[src/rtl/mem_arbiter_if.sv]
// ---------------------------------------------------------------------------
// mem_arbiter_if
//
// Bundles everything that crosses the arbiter boundary apart from clock and
// reset: the two requester ports (sequencer = port 0, host = port 1) and the
// pins of the shared 32-word accumulation memory.
//
// Modports
//   slave  : the arbiter itself. Requester signals and mem_rdata are inputs;
//            grants, done pulses, rdata and memory strobes are outputs.
//   master : the environment, i.e. both requesters plus the memory. Every
//            direction is the mirror image of the slave modport.
//
// Signals
//   req0/1, valid0/1, wr0/1     requester controls
//   addr0/1, wdata0/1           requester address / write data
//   gnt0/1, done0/1             ownership and access-complete pulse
//   rdata                       last read result
//   mem_address, mem_wdata      memory address / write data
//   mem_read_enable,
//   mem_write_enable            memory strobes
//   mem_rdata                   memory read data
// ---------------------------------------------------------------------------
interface mem_arbiter_if #(
  parameter int ADDR_WIDTH = 5,
  parameter int DATA_WIDTH = 8
);
  logic                  req0;
  logic                  req1;
  logic                  valid0;
  logic                  valid1;
  logic [ADDR_WIDTH-1:0] addr0;
  logic [ADDR_WIDTH-1:0] addr1;
  logic                  wr0;
  logic                  wr1;
  logic [DATA_WIDTH-1:0] wdata0;
  logic [DATA_WIDTH-1:0] wdata1;
  logic                  gnt0;
  logic                  gnt1;
  logic                  done0;
  logic                  done1;
  logic [DATA_WIDTH-1:0] rdata;
  logic [ADDR_WIDTH-1:0] mem_address;
  logic                  mem_read_enable;
  logic                  mem_write_enable;
  logic [DATA_WIDTH-1:0] mem_wdata;
  logic [DATA_WIDTH-1:0] mem_rdata;

  modport slave (
    input  req0, req1, valid0, valid1, addr0, addr1, wr0, wr1, wdata0, wdata1,
    input  mem_rdata,
    output gnt0, gnt1, done0, done1, rdata,
    output mem_address, mem_read_enable, mem_write_enable, mem_wdata
  );

  modport master (
    output req0, req1, valid0, valid1, addr0, addr1, wr0, wr1, wdata0, wdata1,
    output mem_rdata,
    input  gnt0, gnt1, done0, done1, rdata,
    input  mem_address, mem_read_enable, mem_write_enable, mem_wdata
  );
endinterface

[src/rtl/mem_arbiter.sv]
// ---------------------------------------------------------------------------
// mem_arbiter
//
// Shares one single-port accumulation memory between the accumulation
// sequencer (port 0) and the host load/unload port (port 1). A requester
// locks the memory by holding req; while it owns the grant it issues single
// read/write accesses with valid and gets a one-cycle done pulse back. Each
// access drives the memory strobes for exactly two cycles. On release the
// round-robin pointer moves to the other port so neither side can starve.
//
// Ports
//   clock  : system clock, all state changes on the rising edge
//   reset  : synchronous, active-high
//   bus    : mem_arbiter_if.slave (requester ports + memory pins)
//
// All outputs are decoded from registered state only.
// ---------------------------------------------------------------------------
module mem_arbiter #(
  parameter int ADDR_WIDTH = 5,
  parameter int DATA_WIDTH = 8
) (
  input  logic         clock,
  input  logic         reset,
  mem_arbiter_if.slave bus
);

  typedef enum logic [2:0] {
    S_IDLE,
    S_GRANT,
    S_ACCESS,
    S_WAIT,
    S_DONE
  } state_t;

  state_t                state_q, state_d;
  logic                  owner_q, owner_d;
  logic                  prio_q,  prio_d;
  logic [ADDR_WIDTH-1:0] addr_q,  addr_d;
  logic                  wr_q,    wr_d;
  logic [DATA_WIDTH-1:0] wdata_q, wdata_d;
  logic [DATA_WIDTH-1:0] rdata_q, rdata_d;

  // Owner-selected view of the requester inputs. The non-owner's signals
  // never reach the state machine.
  logic                  own_req;
  logic                  own_valid;
  logic [ADDR_WIDTH-1:0] own_addr;
  logic                  own_wr;
  logic [DATA_WIDTH-1:0] own_wdata;

  always_comb begin
    own_req   = owner_q ? bus.req1   : bus.req0;
    own_valid = owner_q ? bus.valid1 : bus.valid0;
    own_addr  = owner_q ? bus.addr1  : bus.addr0;
    own_wr    = owner_q ? bus.wr1    : bus.wr0;
    own_wdata = owner_q ? bus.wdata1 : bus.wdata0;
  end

  // State register. Reset also clears the latched access so an access that
  // is cut short leaves no trace on the memory pins.
  always_ff @(posedge clock) begin
    if (reset) begin
      state_q <= S_IDLE;
      owner_q <= 1'b0;
      prio_q  <= 1'b0;
      addr_q  <= '0;
      wr_q    <= 1'b0;
      wdata_q <= '0;
      rdata_q <= '0;
    end else begin
      state_q <= state_d;
      owner_q <= owner_d;
      prio_q  <= prio_d;
      addr_q  <= addr_d;
      wr_q    <= wr_d;
      wdata_q <= wdata_d;
      rdata_q <= rdata_d;
    end
  end

  // Next-state logic.
  always_comb begin
    state_d = state_q;
    owner_d = owner_q;
    prio_d  = prio_q;
    addr_d  = addr_q;
    wr_d    = wr_q;
    wdata_d = wdata_q;
    rdata_d = rdata_q;

    unique case (state_q)
      S_IDLE: begin
        if (bus.req0 || bus.req1) begin
          // A lone requester wins outright; a tie goes to prio.
          owner_d = (bus.req0 && bus.req1) ? prio_q : bus.req1;
          state_d = S_GRANT;
        end
      end

      S_GRANT: begin
        // Release beats a coincident valid; that valid is dropped.
        if (!own_req) begin
          prio_d  = ~owner_q;
          state_d = S_IDLE;
        end else if (own_valid) begin
          addr_d  = own_addr;
          wr_d    = own_wr;
          wdata_d = own_wdata;
          state_d = S_ACCESS;
        end
      end

      S_ACCESS: begin
        state_d = S_WAIT;
      end

      S_WAIT: begin
        // Memory data is only guaranteed at the end of the second strobe
        // cycle, so the capture happens on leaving S_WAIT. Writes leave
        // rdata untouched.
        if (!wr_q) begin
          rdata_d = bus.mem_rdata;
        end
        state_d = S_DONE;
      end

      S_DONE: begin
        state_d = S_GRANT;
      end

      default: begin
        state_d = S_IDLE;
      end
    endcase
  end

  // Output decode. Ownership is shown in every state but S_IDLE, including
  // the access cycles after the owner has already dropped req.
  logic busy;
  logic mem_phase;
  logic in_done;

  always_comb begin
    busy      = (state_q != S_IDLE);
    mem_phase = (state_q == S_ACCESS) || (state_q == S_WAIT);
    in_done   = (state_q == S_DONE);

    bus.gnt0             = busy && !owner_q;
    bus.gnt1             = busy &&  owner_q;
    bus.done0            = in_done && !owner_q;
    bus.done1            = in_done &&  owner_q;
    bus.rdata            = rdata_q;
    bus.mem_address      = addr_q;
    bus.mem_wdata        = wdata_q;
    bus.mem_read_enable  = mem_phase && !wr_q;
    bus.mem_write_enable = mem_phase &&  wr_q;
  end

  // Structural guarantees of the decode above.
  a_gnt_onehot : assert property (@(posedge clock) disable iff (reset)
    !(bus.gnt0 && bus.gnt1));
  a_en_excl : assert property (@(posedge clock) disable iff (reset)
    !(bus.mem_read_enable && bus.mem_write_enable));

endmodule

[src/flat_wrapper.sv]
// flat-port wrapper written by rule: the top's interface ports become plain ports
module mem_arbiter_flat 
#(
  parameter int ADDR_WIDTH = 5,
  parameter int DATA_WIDTH = 8
)
  (clock, reset, bus_req0, bus_req1, bus_valid0, bus_valid1, bus_addr0, bus_addr1, bus_wr0, bus_wr1, bus_wdata0, bus_wdata1, bus_mem_rdata, bus_gnt0, bus_gnt1, bus_done0, bus_done1, bus_rdata, bus_mem_address, bus_mem_read_enable, bus_mem_write_enable, bus_mem_wdata);
  mem_arbiter_if #(.ADDR_WIDTH(ADDR_WIDTH), .DATA_WIDTH(DATA_WIDTH)) bus_i ();
  input  logic clock;
  input  logic reset;
  input wire logic [$bits(bus_i.req0)-1:0] bus_req0;
  input wire logic [$bits(bus_i.req1)-1:0] bus_req1;
  input wire logic [$bits(bus_i.valid0)-1:0] bus_valid0;
  input wire logic [$bits(bus_i.valid1)-1:0] bus_valid1;
  input wire logic [$bits(bus_i.addr0)-1:0] bus_addr0;
  input wire logic [$bits(bus_i.addr1)-1:0] bus_addr1;
  input wire logic [$bits(bus_i.wr0)-1:0] bus_wr0;
  input wire logic [$bits(bus_i.wr1)-1:0] bus_wr1;
  input wire logic [$bits(bus_i.wdata0)-1:0] bus_wdata0;
  input wire logic [$bits(bus_i.wdata1)-1:0] bus_wdata1;
  input wire logic [$bits(bus_i.mem_rdata)-1:0] bus_mem_rdata;
  output wire logic [$bits(bus_i.gnt0)-1:0] bus_gnt0;
  output wire logic [$bits(bus_i.gnt1)-1:0] bus_gnt1;
  output wire logic [$bits(bus_i.done0)-1:0] bus_done0;
  output wire logic [$bits(bus_i.done1)-1:0] bus_done1;
  output wire logic [$bits(bus_i.rdata)-1:0] bus_rdata;
  output wire logic [$bits(bus_i.mem_address)-1:0] bus_mem_address;
  output wire logic [$bits(bus_i.mem_read_enable)-1:0] bus_mem_read_enable;
  output wire logic [$bits(bus_i.mem_write_enable)-1:0] bus_mem_write_enable;
  output wire logic [$bits(bus_i.mem_wdata)-1:0] bus_mem_wdata;
  assign bus_i.req0 = bus_req0;
  assign bus_i.req1 = bus_req1;
  assign bus_i.valid0 = bus_valid0;
  assign bus_i.valid1 = bus_valid1;
  assign bus_i.addr0 = bus_addr0;
  assign bus_i.addr1 = bus_addr1;
  assign bus_i.wr0 = bus_wr0;
  assign bus_i.wr1 = bus_wr1;
  assign bus_i.wdata0 = bus_wdata0;
  assign bus_i.wdata1 = bus_wdata1;
  assign bus_i.mem_rdata = bus_mem_rdata;
  assign bus_gnt0 = bus_i.gnt0;
  assign bus_gnt1 = bus_i.gnt1;
  assign bus_done0 = bus_i.done0;
  assign bus_done1 = bus_i.done1;
  assign bus_rdata = bus_i.rdata;
  assign bus_mem_address = bus_i.mem_address;
  assign bus_mem_read_enable = bus_i.mem_read_enable;
  assign bus_mem_write_enable = bus_i.mem_write_enable;
  assign bus_mem_wdata = bus_i.mem_wdata;
  mem_arbiter #(.ADDR_WIDTH(ADDR_WIDTH), .DATA_WIDTH(DATA_WIDTH)) u_core (.clock(clock), .reset(reset), .bus(bus_i));
endmodule
[config.mk]
export PLATFORM = sky130hd
export DESIGN_NAME = mem_arbiter_flat
export DESIGN_NICKNAME = d
export VERILOG_FILES = /design/src/rtl/mem_arbiter_if.sv /design/src/rtl/mem_arbiter.sv /design/src/flat_wrapper.sv
export SDC_FILE = /design/constraint.sdc
export NUM_CORES = 1
export LEC_CHECK = 0
export CORE_MARGIN = 1
export CORE_UTILIZATION = 30
export CTS_CLUSTER_DIAMETER = 40
export DETAILED_ROUTE_END_ITERATION = 12
export GPL_ROUTABILITY_DRIVEN = 0
export PLACE_DENSITY = 0.62
export SYNTH_ARGS = -nofsm -noshare
export SYNTH_HDL_FRONTEND = slang
export SYNTH_SLANG_ARGS = --single-unit
[constraint.sdc]
create_clock -name clock -period 2.4 [get_ports clock]
set_input_delay 0.36 -clock clock [delete_from_list [all_inputs] [get_ports clock]]
set_output_delay 0.36 -clock clock [all_outputs]
set_load 0.1 [all_outputs]
* Word level (Yosys, flattened, before mapping)
Cells that the tools add are included. W data, S select, Z words.
Operators by class: equality and inequality tests 6, muxes and demuxes 10, bitwise gates (word level) 3, reductions and logical operators 18
Operator list (number):
- $pmux W3 S5 | 1
- $mux W3 | 3
- $mux W8 | 1
- $reduce_and A2 Y1 | 4
- $logic_and A1 B1 Y1 | 7
- $eq A3 B2 Y1 const B | 2
- $mux W5 | 1
- $mux W1 | 4
- $eq A3 B1 Y1 const B | 1
- $eq A3 B3 Y1 const B | 1
- $logic_not A3 Y1 | 1
- $ne A3 B3 Y1 const B | 1
- $not A1 Y1 | 3
- $reduce_and A3 Y1 | 1
- $reduce_bool A3 Y1 | 1
- $logic_not A1 Y1 | 2
- $logic_or A1 B1 Y1 | 2
- $ne A2 B1 Y1 const B | 1
Storage, ports and cells: register bits after elaboration 27, logic and storage cells 44

* Depth between registers and ports, before layout
Gate-level depths: netlist (run 1).
word-level depth 4, depth in mapped cells 5, gate-level depth less buffers 3

* Least setup slack after synthesis (run 1)
OpenSTA, ideal clock, no wires.
path kind flip-flop to output port, start register u_core.state_q[2], end output port bus_done0, data arrival time 3723 ps, required time 2040 ps, path slack -1683 ps, cell stages (with the launch flop) 3, path buffers 1, cells stage by stage dfxtp_1 clkbuf_1 nor4b_1
Between the ends: cells in the longest elaborated chain, start to end 2
RTL lines:
- from (decl) | RTL line mem_arbiter.sv:35 | state_t state_q, state_d;
- from (signal assigned) | RTL line mem_arbiter.sv:71 | state_q <= state_d;
- $eq A3 B3 Y1 | RTL line mem_arbiter.sv:146 | in_done = (state_q == S_DONE);
- $logic_and A1 B1 Y1 | RTL line mem_arbiter.sv:150 | bus.done0 = in_done && !owner_q;
- to (decl) | RTL line flat_wrapper.sv:24 | output wire logic [$bits(bus_i.done0)-1:0] bus_done0;
Every way passes these cells.

* Worst setup path in the final report (run 1)
start register u_core.state_q[2], end output port bus_gnt0
Between the ends: cells in the longest elaborated chain, start to end 2
RTL lines:
- $reduce_bool A3 Y1 | RTL line mem_arbiter.sv:144 | busy = (state_q != S_IDLE);
- $logic_and A1 B1 Y1 | RTL line mem_arbiter.sv:148 | bus.gnt0 = busy && !owner_q;
- to (decl) | RTL line flat_wrapper.sv:22 | output wire logic [$bits(bus_i.gnt0)-1:0] bus_gnt0;
Every way passes these cells.

==> flow_summary.yaml, run 1 <==
final_layout:
  drive_gt1_frac: 0.333
  instances_no_fill: 259
  fin_nets: 250
  multi_input_area_sq_um: 774
  regArea_sq_um: 541
  fillCellCount: 429
  final_cell_area_sq_um: 2170
  diodes: 0
  area_delta_synth_final_pct: 54.4
clock_tree:
  post_cts_buffers: 0
  clock_sinks: 27
  hold_buffers: 0
  htreeDepth: 1
  clock_path_buffers: 2
  cts_resized: 0
  clk_latency_ns: 0.28
  cts_buffers: 3
  cts_root_buf: "clkbuf_8"
  clk_pin_slew_worst_paths_ns: 0.10
  cts_tree: "yes"
power:
  p_sw_w: 0.000387
  peakVddDrop_uv: 245
  power.density_nw_per_um2: 515
  total_power_w: 0.00112
  pwr-share-seq: 0.439
  switching_share: 0.346
  power.leakage_nw: 0.772
  p_int_w: 0.000731
  power_frac_clock: 0.236
  p_comb_frac: 0.325
logic_synthesis:
  yosysSeqAreaShare: 0.384
  synth_cell_types: 31
  synth_enable_flop_cells: 0
  syn_area_per_cell_sq_um: 9.83
  synth_top_family_by_area: "compound AO/OA/AOI/OAI gates"
  ys_warn_count: 0
  synthAdderAreaFrac: 0
  synth-xor-area-share: 0
  muxShareOfSynthArea: 0.169
  synthSimpleGateAreaFrac: 0.115
  synth_compound_area_frac: 0.249
  synth-seq-cells: 27
  netlist_area_sq_um: 1410
  synthArstFlopShare: 0
  syn_nets: 185
  synth_cells: 143
  synthFlopType: "dfxtp_1"
timing:
  slew_viol_final: 0
  hold_violations: 0
  finalCriticalPeriod_ns: 1.89
  rsz0062_at_grt: "false"
  fin_crit_sh: 0.790
  timing.setup.tns_ns: 0
  max-slew-margin-rel: 0.590
  clock_skew_ns: 0.00753
  fmax_mhz: 528
  fin_ws_ns: 0.505
  tightest_slew_ns: 0.614
  setup_viol: 0
route:
  routed_wl_mm: 3.73
  drtIter0Drc: 71
  vias_per_cell: 5.05
  routedWlPerCell_microns: 14.4
  route.detailed.drc: 8
  drt_pre_antenna_iters: 8
  ant_nets: 0
  dr_total_vias: 1308
global_route:
  grt_max_degree: 28
  grt_usage: 0.156
  grt_pass1_wl_mm: 6.10
  antenna_found_initial: 0
  grt_pass1_vias: 1314
  overflow: 0
run:
  maxCapViolCount: 0
placed_design:
  dp.cells: 255
  place_ws_ns: 0.298
  dp_hpwl_mm: 2.76
  place_area_sq_um: 2120
  io_buffers: 68
status:
  violations: "design-rule violations"
  outcome: "complete, but fails checks"
die:
  io_pins: 69
  start_util: 0.316
  die_width_microns: 70.5
  chipHeight_microns: 70.5
  std_cell_rows: 24
  die-area_sq_um: 4970
  core_area_sq_um: 4440
setup_path:
  cp-end-kind: "primary output"
  critPathMaxFanout: 12
  arrival_ns: 1.53
  critPathKind: "reg -> out"
  worstPathRequired_ns: 2.04
  start_kind: "flop"
min_path:
  hp-class: "reg -> reg"
[metal layers]
| metal | global-route usage | vias to the layer above | share of wire |
|---|---|---|---|
| met5 | 0 | - | 0 |
| met2 | 0.277 | 42 | 0.51 |
| met3 | 0.0274 | 4 | 0.055 |
| li1 | - | 647 | - |
| met4 | 0.0703 | 0 | 0.017 |
| met1 | 0.181 | 615 | 0.42 |
[path summary, 6_finish.rpt]
check                                               start                         to  slack [ns]  depth (start not counted)
worst max-delay path                    u_core.state_q[2]                   bus_gnt0        0.51                          3
worst min-delay path            u_core.bus.mem_address[2]  u_core.bus.mem_address[2]        0.47                          2
worst max register to register          u_core.state_q[2]    u_core.bus.mem_wdata[7]        0.54                          3
worst min register to register  u_core.bus.mem_address[2]  u_core.bus.mem_address[2]        0.47                          2
[placed cells by master, fill, tap and decap left out, types with 2 or more instances in the layout]
| cell | instances |
|---|---|
| a211oi_1 | 19 |
| nand3b_1 | 2 |
| inv_1 | 15 |
| mux2i_1 | 8 |
| mux2_2 | 14 |
| clkbuf_8 | 3 |
| nor3b_2 | 2 |
| buf_12 | 3 |
| clkdlybuf4s50_1 | 41 |
| buf_4 | 29 |
| dfxtp_1 | 27 |
| nor4b_1 | 2 |
| a21oi_1 | 4 |
| nor2_1 | 9 |
| nand3_1 | 2 |
| a211oi_2 | 10 |
[cell families after synthesis]
group,after synthesis
AND/OR/NAND/NOR,26
flip-flops,27
multiplexers,22
AO/OA/AOI/OAI,40
buffers and inverters,28
[stage by stage]
| stage | utilization | hold slack (ns) |
|---|---|---|
| 3_3_place_gp | 0.478 | 0.450 |
| 4_1_cts | 0.488 | 0.470 |
| 3_5_place_dp | 0.478 | 0.455 |
| 5_1_grt | 0.488 | 0.484 |
| 2_1_floorplan | - | 0.467 |
| 6_report | 0.488 | 0.466 |
[layout make-up]
type / instances / area share
Sequential cell: 27 / 0.249
Inverter: 15 / 0.0259
Clock buffer: 3 / 0.0190
Multi-Input combinational cell: 88 / 0.357
Clock inverter: 1 / 0.00231
Tap cell: 52 / 0.0300
Timing Repair Buffer: 73 / 0.317
[worst max-delay path, stage by stage, from the launching register on]
cell,delay [ns]
dfxtp_1,0.45
nor3_1,0.48
nor2_1,0.08
buf_4,0.25
[registers in the layout (all words and copies together), names as in the netlist]
| signal | flops |
|---|---|
| u_core.owner_q | 1 |
| u_core.prio_q | 1 |
| u_core.state_q | 3 |
| u_core.wr_q | 1 |
| u_core.bus.mem_address | 5 |
| u_core.bus.rdata | 8 |
| u_core.bus.mem_wdata | 8 |
[synthesized netlist by cell type, types with 2 or more instances]
master | number | area share
a211oi_1 | 19 | 0.10
a211oi_2 | 10 | 0.089
a21oi_1 | 4 | 0.014
buf_1 | 2 | 0.0053
buf_2 | 3 | 0.011
clkbuf_1 | 7 | 0.019
dfxtp_1 | 27 | 0.38
inv_1 | 15 | 0.040
mux2_2 | 14 | 0.11
mux2i_1 | 8 | 0.057
nand3_1 | 2 | 0.0071
nand3b_1 | 2 | 0.011
nor2_1 | 9 | 0.024
nor3b_1 | 2 | 0.011
nor4b_1 | 3 | 0.019
[power by group through the flow]
stage               Combinational (W)  Sequential, W  Clock (W)
finish                       0.000364       0.000491   0.000264
global route                 0.000384       0.000494   0.000292
CTS                          0.000366       0.000491   0.000272
detailed placement           0.000365       0.000501          0
global placement             0.000357       0.000500          0
floorplan                    0.000149       0.000592          0
Note: power is estimated with default switching activity, not from simulation.
==> run 2, diff against run 1 <==
--- a/config.mk
+++ b/config.mk
@@ -10,7 +10,7 @@
 export CTS_CLUSTER_DIAMETER = 40
 export DETAILED_ROUTE_END_ITERATION = 12
 export GPL_ROUTABILITY_DRIVEN = 0
-export PLACE_DENSITY = 0.62
+export PLACE_DENSITY = 0.65
 export SYNTH_ARGS = -nofsm -noshare
 export SYNTH_HDL_FRONTEND = slang
 export SYNTH_SLANG_ARGS = --single-unit
==> constraint.sdc (replaced) <==
create_clock -name clock -period 1.7 [get_ports clock]
set_input_delay 0.255 -clock clock [delete_from_list [all_inputs] [get_ports clock]]
set_output_delay 0.255 -clock clock [all_outputs]
set_load 0.1 [all_outputs]
==> run 2 against run 1 <==
Effect of this change:
- the flow still finishes with violations (design-rule violations)
- global-route usage up 0.92 points
- non-clock buffer count up 10
- worst hold slack better by 0.038 ns
- register-to-register slack worse by 0.42 ns
- sequential share of layout area down 4.0 points
- final area up 19%
- count of clock-buffer cells in the layout up 1
- core utilization up 9.5 points
- sequential power up 42%
==> flow_summary.yaml, run 2 (synthesis results as in run 1) <==
status:
  outcome: "complete, but fails checks"
  violations: "design-rule violations"
die:
  die_width_microns: 70.5
  core_area_sq_um: 4440
  std_cell_rows: 24
  chipHeight_microns: 70.5
  io_pins: 69
  die-area_sq_um: 4970
  start_util: 0.316
route:
  routed_wl_mm: 3.89
  route.detailed.drc: 6
  dr_total_vias: 1361
  routedWlPerCell_microns: 14.4
  vias_per_cell: 5.06
  drtIter0Drc: 32
  drt_pre_antenna_iters: 8
  ant_nets: 0
power:
  power.leakage_nw: 0.893
  peakVddDrop_uv: 362
  power.density_nw_per_um2: 647
  total_power_w: 0.00168
clock_tree:
  cts_resized: 1
  cts_tree: "yes"
  clock_sinks: 27
  hold_buffers: 0
  cts_buffers: 3
  cts_root_buf: "clkbuf_8"
  clk_latency_ns: 0.27
  clock_path_buffers: 2
  clk_pin_slew_worst_paths_ns: 0.09
  post_cts_buffers: 0
  htreeDepth: 1
setup_path:
  worstPathRequired_ns: 1.44
  critPathMaxFanout: 18
  start_kind: "flop"
  crit_family: "flip-flops"
  path_common_cell: "buf_12"
  slowest_delay_ns: 0.45
  crit_buf_inv: 2
  reg2reg_depth: 4
  cp-end-kind: "primary output"
  critPathKind: "reg -> out"
  cp.depth: 3
  crit_slowest_cell: "dfxtp_2"
  crit_chain: "buf_12 -> and4bb_2 -> buf_12"
  arrival_ns: 1.36
global_route:
  grt_max_degree: 19
  grt_pass1_vias: 1437
  antenna_found_initial: 0
  overflow: 0
  grt_usage: 0.165
  grt_pass1_wl_mm: 6.49
min_path:
  hp-class: "reg -> reg"
  hold_depth: 2
timing:
  fin_crit_sh: 0.949
  fmax_mhz: 620
  finalCriticalPeriod_ns: 1.61
  slew_viol_final: 0
  setup_viol: 0
  hold_violations: 0
  fin_ws_ns: 0.0868
  clock_skew_ns: 0.00448
  timing.setup.tns_ns: 0
  rsz0062_at_grt: "false"
  hold_slack_ns: 0.505
  tightest_slew_ns: 0.344
  max-slew-margin-rel: 0.768
placed_design:
  dp_hpwl_mm: 3.10
  place_area_sq_um: 2540
  io_buffers: 68
  place_ws_ns: -0.0286
final_layout:
  final_cell_mix: "41 x clkdlybuf4s50_1, 28 x buf_12, 26 x dfxtp_1"
  diodes: 0
  area_delta_synth_final_pct: 84.4
  fillCellCount: 374
  final_common_cell: "clkdlybuf4s50_1"
  drive_gt1_frac: 0.373
  final_cell_area_sq_um: 2590
  fin_nets: 260
run:
  maxCapViolCount: 0
## run 2: worst min-delay path, stage by stage (launching register included)
cell and delay [ns]:
dfxtp_1 0.35, inv_1 0.06, a211oi_1 0.05
## run 2: power by group
| group | switching, W | leakage [nW] | internal [W] |
|---|---|---|---|
| combinational | 0.000330 | 0.650 | 0.000292 |
| clock | 0.000194 | 0.0228 | 0.000168 |
| sequential | 0.0000330 | 0.220 | 0.000663 |
## run 2: layout make-up
cell class              count  area, sq um  area share
flip-flops and latches     27          542       0.209
repair buffers             83         1080       0.415
clock buffers               4         45.0      0.0174
well taps                  52         65.1      0.0251
inverters                  15         56.3      0.0217
multi-input cells          88          810       0.312
## run 2: final timing paths
check | slack (ns) | endpoint | from
setup / recovery | 0.09 | bus_done1 | u_core.owner_q
hold / removal | 0.50 | u_core.bus.mem_wdata[7] | u_core.bus.mem_wdata[7]
setup reg to reg | 0.12 | u_core.bus.mem_wdata[1] | u_core.state_q[2]
hold reg to reg | 0.50 | u_core.bus.mem_wdata[7] | u_core.bus.mem_wdata[7]
## run 2: metrics by stage
| stage | std cells | utilization |
|---|---|---|
| floorplan | 143 | - |
| global placement | 265 | 0.571 |
| detailed placement | 265 | 0.571 |
| CTS | 269 | 0.582 |
| global route | 269 | 0.584 |
| finish | 269 | 0.584 |
## run 2: per-layer routing
layer	up-vias	part of all wire	track usage
met5	-	0	0
met4	0	0.019	0.0612
met3	7	0.046	0.0317
met2	40	0.53	0.297
met1	648	0.41	0.192
li1	666	-	-
==> variant 1: new RTL, config.mk and constraints of run 2 <==
Re-encode `state_t` (5 states) as one-hot, 5 bits wide.
--- a/src/rtl/mem_arbiter.sv
+++ b/src/rtl/mem_arbiter.sv
@@ -24,12 +24,12 @@
   mem_arbiter_if.slave bus
 );
 
-  typedef enum logic [2:0] {
-    S_IDLE,
-    S_GRANT,
-    S_ACCESS,
-    S_WAIT,
-    S_DONE
+  typedef enum logic [4:0] {
+    S_IDLE   = 5'b00001,
+    S_GRANT  = 5'b00010,
+    S_ACCESS = 5'b00100,
+    S_WAIT   = 5'b01000,
+    S_DONE   = 5'b10000
   } state_t;
 
   state_t                state_q, state_d;
Behaviour: no difference found for any inputs over 10 cycles, from zero or initial values and one cycle with reset high; not proved beyond that.
==> variant 1 against run 2 <==
Area after synthesis increased by 12%. Wire length decreased by 2.4%. Die area up 12%. Total power is 6.0% higher. Cell area is 8.6% higher. Setup slack worse by 7.4 ps. Worst hold slack got worse by 6.4 ps. Sequential cell count increased by 2. Count of clock-buffer cells in the layout rose by 2. Sequential power grew 4.0%. Register-to-register slack improved by 140 ps. Largest cell class unchanged. Largest power group unchanged. Highest routed layer unchanged.
==> variant 1: results (changes against run 2) <==
outcome=completed (was finished, violations left); GR Util met3=6.23% (was 3.17%); vias per cell=4.70 (was 5.06); GR Util met1=16.0% (was 19.2%); ranking of synthesized cells by area=dfxtp_1 (37%), mux2_4 (9.5%), mux2i_1 (9.5%) (was dfxtp_1 (38%), mux2_2 (11%), a211oi_1 (10%)); Worst VDD drop=0.000364 V (was 0.000362 V); number of slew-limit violations in the final report=0 (unchanged); worst rel slew slack=68.5% (was 76.8%); commonest cells in the netlist=dfxtp_1 (29), nor2_1 (20), nor2b_1 (16) (was dfxtp_1 (27), a211oi_1 (19), inv_1 (15)); Routed met2 length=1890 µm (was 2050 µm); CP Launch Point=u_core.state_q[3] (was u_core.owner_q); dpl ws=-52.4 ps (was -28.6 ps); post-CTS setup buffer count=0 (unchanged); Netlist cell types=37 (was 31); CTS clk-pin slew, worst paths=60 ps (was 90 ps); Synthesized Nets=211 (was 185); Cells after DPL=305 (was 265); share of cells above drive strength 1=33.7% (was 37.3%); first-pass GRT wire length=6010 µm (was 6490 µm); syn_area_per_cell=9.34 µm² (was 9.83 µm²); vias in the first global route=1368 (was 1437); WHS=498 ps (was 505 ps); hpwl dp=2860 µm (was 3100 µm); met3 routed wirelength=258 µm (was 178 µm); fin nets=284 (was 260); GR Layer Usage met2=24.3% (was 29.7%); Num CTS Buffers=5 (was 3); DR WL/cell=12.1 µm (was 14.4 µm); DRT iter0 DRCs=28 (was 32); detailed-route via count=1472 (was 1361); worst reg2reg endpoint=u_core.bus.mem_address[0] (was u_core.bus.mem_wdata[1]); RR Startpoint=u_core.state_q[4] (was u_core.state_q[2]); M1 wire length=1600 µm (was 1580 µm); hold_sp=u_core.prio_q (was u_core.bus.mem_wdata[7]); Worst Hold Endpoint=u_core.prio_q (was u_core.bus.mem_wdata[7]); largest net degree at the start of global routing=44 (was 19); Max Freq=0.617 GHz (was 0.620 GHz); flop2flop setup slack=260 ps (was 120 ps); GRT Overall Usage=14.3% (was 16.5%); H-tree depth=2 (was 1); Max Fanout on Critical Path=9 (was 18); sequential-to-total area share from yosys stat=36.8% (was 38.4%); hold path depth=2 (unchanged); static leakage=1.07 nW (was 0.893 nW); post-cts gate resize count=5 (was 1); Clock Skew=4.29 ps (was 4.48 ps); drt first pass iters=4 (was 8)
## variant 1: final cells by class
cell class                 count  area, µm²
clock buffer                   6       72.6
clock inverter                 2       10.0
fill                         452       2260
inverter                       4       15.0
multi-input combinational    123        983
sequential                    29        589
tap                           70       87.6
timing repair buffer          79       1060
## variant 1: per-stage QoR
| step | power (mW) | instance area [µm²] |
|---|---|---|
| global placement | 1.25 | 2710 |
| finish | 1.78 | 2820 |
| floorplan | 1.02 | 1620 |
| CTS | 1.79 | 2800 |
| global route | 1.87 | 2820 |
| detailed placement | 1.25 | 2710 |
## variant 1: kinds of logic (layout without fill, tap and decap cells)
kind of cell	count (synthesis)	in the layout	synth area share, %
simple gates	61	61	22.3
compound gates	31	31	12.8
mux	30	30	22.6
flops	29	29	36.8
buf+inv	17	91	4.91
xor+xnor	1	1	0.555
## variant 1: how the worst max path moves through the flow
stage	to	slack [ps]	depth (start not counted)
2_1_floorplan	bus_done0	-170	4
3_3_place_gp	u_core.bus.mem_wdata[7]	-20	5
3_5_place_dp	u_core.bus.mem_wdata[0]	-50	5
4_1_cts	bus_done0	10	4
5_1_grt	bus_mem_read_enable	9	4
6_report	bus_mem_read_enable	80	4
## variant 1: critical path, cell delays in order (launching register included)
cell,delay (ps)
dfxtp_2,470
xor2_2,210
nand2_1,120
nor2_4,110
buf_12,180
## variant 1: power breakdown
group / internal [mW] / total, mW / switching (mW) / leakage [nW]
clock network: 0.283 / 0.535 / 0.253 / 0.0450
registers: 0.697 / 0.724 / 0.0269 / 0.236
logic: 0.258 / 0.520 / 0.262 / 0.786
total: 1.24 / 1.78 / 0.542 / 1.07
==> variant 2: new RTL, settings of run 2 <==
Without the edit above. `DATA_WIDTH` is set to 8 in 3 places; all go to 7.
--- a/src/rtl/mem_arbiter_if.sv
+++ b/src/rtl/mem_arbiter_if.sv
@@ -23,7 +23,7 @@
 // ---------------------------------------------------------------------------
 interface mem_arbiter_if #(
   parameter int ADDR_WIDTH = 5,
-  parameter int DATA_WIDTH = 8
+  parameter int DATA_WIDTH = 7
 );
   logic                  req0;
   logic                  req1;
--- a/src/rtl/mem_arbiter.sv
+++ b/src/rtl/mem_arbiter.sv
@@ -17,7 +17,7 @@
 // ---------------------------------------------------------------------------
 module mem_arbiter #(
   parameter int ADDR_WIDTH = 5,
-  parameter int DATA_WIDTH = 8
+  parameter int DATA_WIDTH = 7
 ) (
   input  logic         clock,
   input  logic         reset,
--- a/src/flat_wrapper.sv
+++ b/src/flat_wrapper.sv
@@ -2,7 +2,7 @@
 module mem_arbiter_flat 
 #(
   parameter int ADDR_WIDTH = 5,
-  parameter int DATA_WIDTH = 8
+  parameter int DATA_WIDTH = 7
 )
   (clock, reset, bus_req0, bus_req1, bus_valid0, bus_valid1, bus_addr0, bus_addr1, bus_wr0, bus_wr1, bus_wdata0, bus_wdata1, bus_mem_rdata, bus_gnt0, bus_gnt1, bus_done0, bus_done1, bus_rdata, bus_mem_address, bus_mem_read_enable, bus_mem_write_enable, bus_mem_wdata);
   mem_arbiter_if #(.ADDR_WIDTH(ADDR_WIDTH), .DATA_WIDTH(DATA_WIDTH)) bus_i ();
Ports: changed (5 resized); port bits go from 69 to 64. The function was not compared with the original's and may differ.
==> variant 2 against run 2 <==
Sequential cell count down 2. Combinational power fell by 2%. Total power decreased by 4.1%. Largest cell class unchanged. Cell area is 11% lower. Synthesized cell count fell by 15%. Via count fell by 13%. Wire length decreased by 14%. Setup slack improved by 20 ps. Critical path type unchanged. Critical path depth is 2 higher. Area after synthesis is 12% lower.
==> variant 2: results (changes against run 2) <==
Sw Ratio=34.1% (was 33.1%); port bufs=63 (was 68); hpwl dp=2610 µm (was 3100 µm); final WL=3340 µm (was 3890 µm); flop2flop setup slack=330 ps (was 120 ps); R2R depth=3 (was 4); Root Buffer Master=clkbuf_8 (unchanged); CP delay by family, top=buffers and inverters (was flip-flops); outcome=completed (was finished, violations left); GRT Overall Usage=16.6% (was 16.5%); Worst-Skew Late Latency=260 ps; Max Fanout on Critical Path=6 (was 18); fin nets=228 (was 260); vias per cell=4.97 (was 5.06); crit path DAT=1340 ps (was 1360 ps); vias in the first global route=1211 (was 1437); worst stage delay on the critical path=350 ps (was 450 ps); ranking of synthesized cells by area=dfxtp_1 (40%), mux2i_1 (16%), a211oi_2 (10%) (was dfxtp_1 (38%), mux2_2 (11%), a211oi_1 (10%)); RR Startpoint=u_core.state_q[1] (was u_core.state_q[2]); Synthesized Nets=160 (was 185); sequential-to-total area share from yosys stat=40.3% (was 38.4%); XOR/XNOR Fraction of Synth Area=0% (unchanged); commonest cells in the netlist=dfxtp_1 (25), mux2i_1 (20), a31oi_1 (14) (was dfxtp_1 (27), a211oi_1 (19), inv_1 (15)); CTS clk-pin slew, worst paths=80 ps; first-pass GRT wire length=5650 µm (was 6490 µm); mux contribution to synthesized area=18.5% (was 16.9%); initial antenna violation count=0 (unchanged); worst reg2reg endpoint=u_core.prio_q (was u_core.bus.mem_wdata[1]); Least-Margin Pin Slew=442 ps (was 344 ps); async set-reset flop share out of synthesis=0% (unchanged); largest net degree at the start of global routing=17 (was 19); Clock Skew=3.25 ps (was 4.48 ps); antenna cells=0 (unchanged); CP Launch Point=u_core.state_q[0] (was u_core.owner_q); fin cells=238 (was 269); CP max-delay cell=dfxtp_2 (unchanged); Compound-Gate Fraction of Synth Area=22.4% (was 24.9%); crit path to=bus_gnt0 (was bus_done1); number of synthesis warnings=0 (unchanged); Cells after Synth=121 (was 143); Netlist cell types=26 (was 31); DRT iter0 DRCs=40 (was 32); Worst VDD drop=0.000421 V (was 0.000362 V); share of cells above drive strength 1=33.5% (was 37.3%); Hold WC Path Type=reg -> reg (unchanged); static leakage=0.800 nW (was 0.893 nW); hold_sp=u_core.prio_q (was u_core.bus.mem_wdata[7]); drt first pass iters=4 (was 8)
-- variant 2: cell count changes in the layout (fill, tap and decap cells not counted), sizes merged, moves of 6 or more --
cell | before | now
mux2i | 8 | 20
buf | 42 | 36
a31oi | 0 | 14
mux2 | 14 | 2
a211oi | 29 | 13
inv | 15 | 2
-- variant 2: kinds of logic after synthesis --
group	after synthesis
AOI/OAI and AO/OA	34
buffers and inverters	13
and+or+nand+nor	27
muxes	22
DFF	25
-- variant 2: timing repair --
item	CTS	global route
gates resized for setup	0	3
endpoints found under the setup margin	0	4
hold buffers	0	0
endpoints found under the hold margin	0	0
-- variant 2: final cells by class --
cell class,instances,area [µm²]
clock buffer,4,45.0
fill,322,1680
inverter,2,7.51
multi-input combinational,83,726
sequential,25,504
tap,50,62.6
timing repair buffer,74,976
-- variant 2: how the worst min path moves through the flow --
stage / end / slack [ps]
2_1_floorplan: u_core.bus.mem_address[0] / 330
3_3_place_gp: u_core.prio_q / 470
3_5_place_dp: u_core.prio_q / 510
4_1_cts: u_core.prio_q / 520
5_1_grt: u_core.prio_q / 540
6_report: u_core.prio_q / 520
-- variant 2: metal layers --
metal	share of wire, %	up-vias	wire (µm)	global-route usage, %
met5	0	-	0	0
met4	0.69	0	23	3.99
met3	3.7	4	123	2.59
met2	51	33	1710	29.1
met1	45	561	1490	21.2
li1	-	584	-	-
-- variant 2: metrics by stage --
stage	setup slack (ps)	utilization [%]	instance area, µm²	TNS (ps)	hold WS (ps)
4_1_cts	4.45	57.9	2320	0	523
2_1_floorplan	-231	-	1310	-503	328
3_5_place_dp	44.1	56.8	2270	0	509
3_3_place_gp	82.6	56.8	2270	0	474
5_1_grt	50.4	58.0	2320	0	545
6_report	107	58.0	2320	0	519
-- variant 2: worst register-to-register path: stages, from the launching register on --
cell     delay, ps
dfxtp_2        390
or3b_1         420
or3_1          310
a31oi_1        170
-- variant 2: power by group through the flow --
stage / Combinational [mW] / Clock, mW / Sequential [mW]
floorplan: 0.241 / 0 / 0.782
global placement: 0.604 / 0 / 0.667
detailed placement: 0.612 / 0 / 0.666
CTS: 0.615 / 0.356 / 0.654
global route: 0.644 / 0.373 / 0.660
finish: 0.611 / 0.343 / 0.656
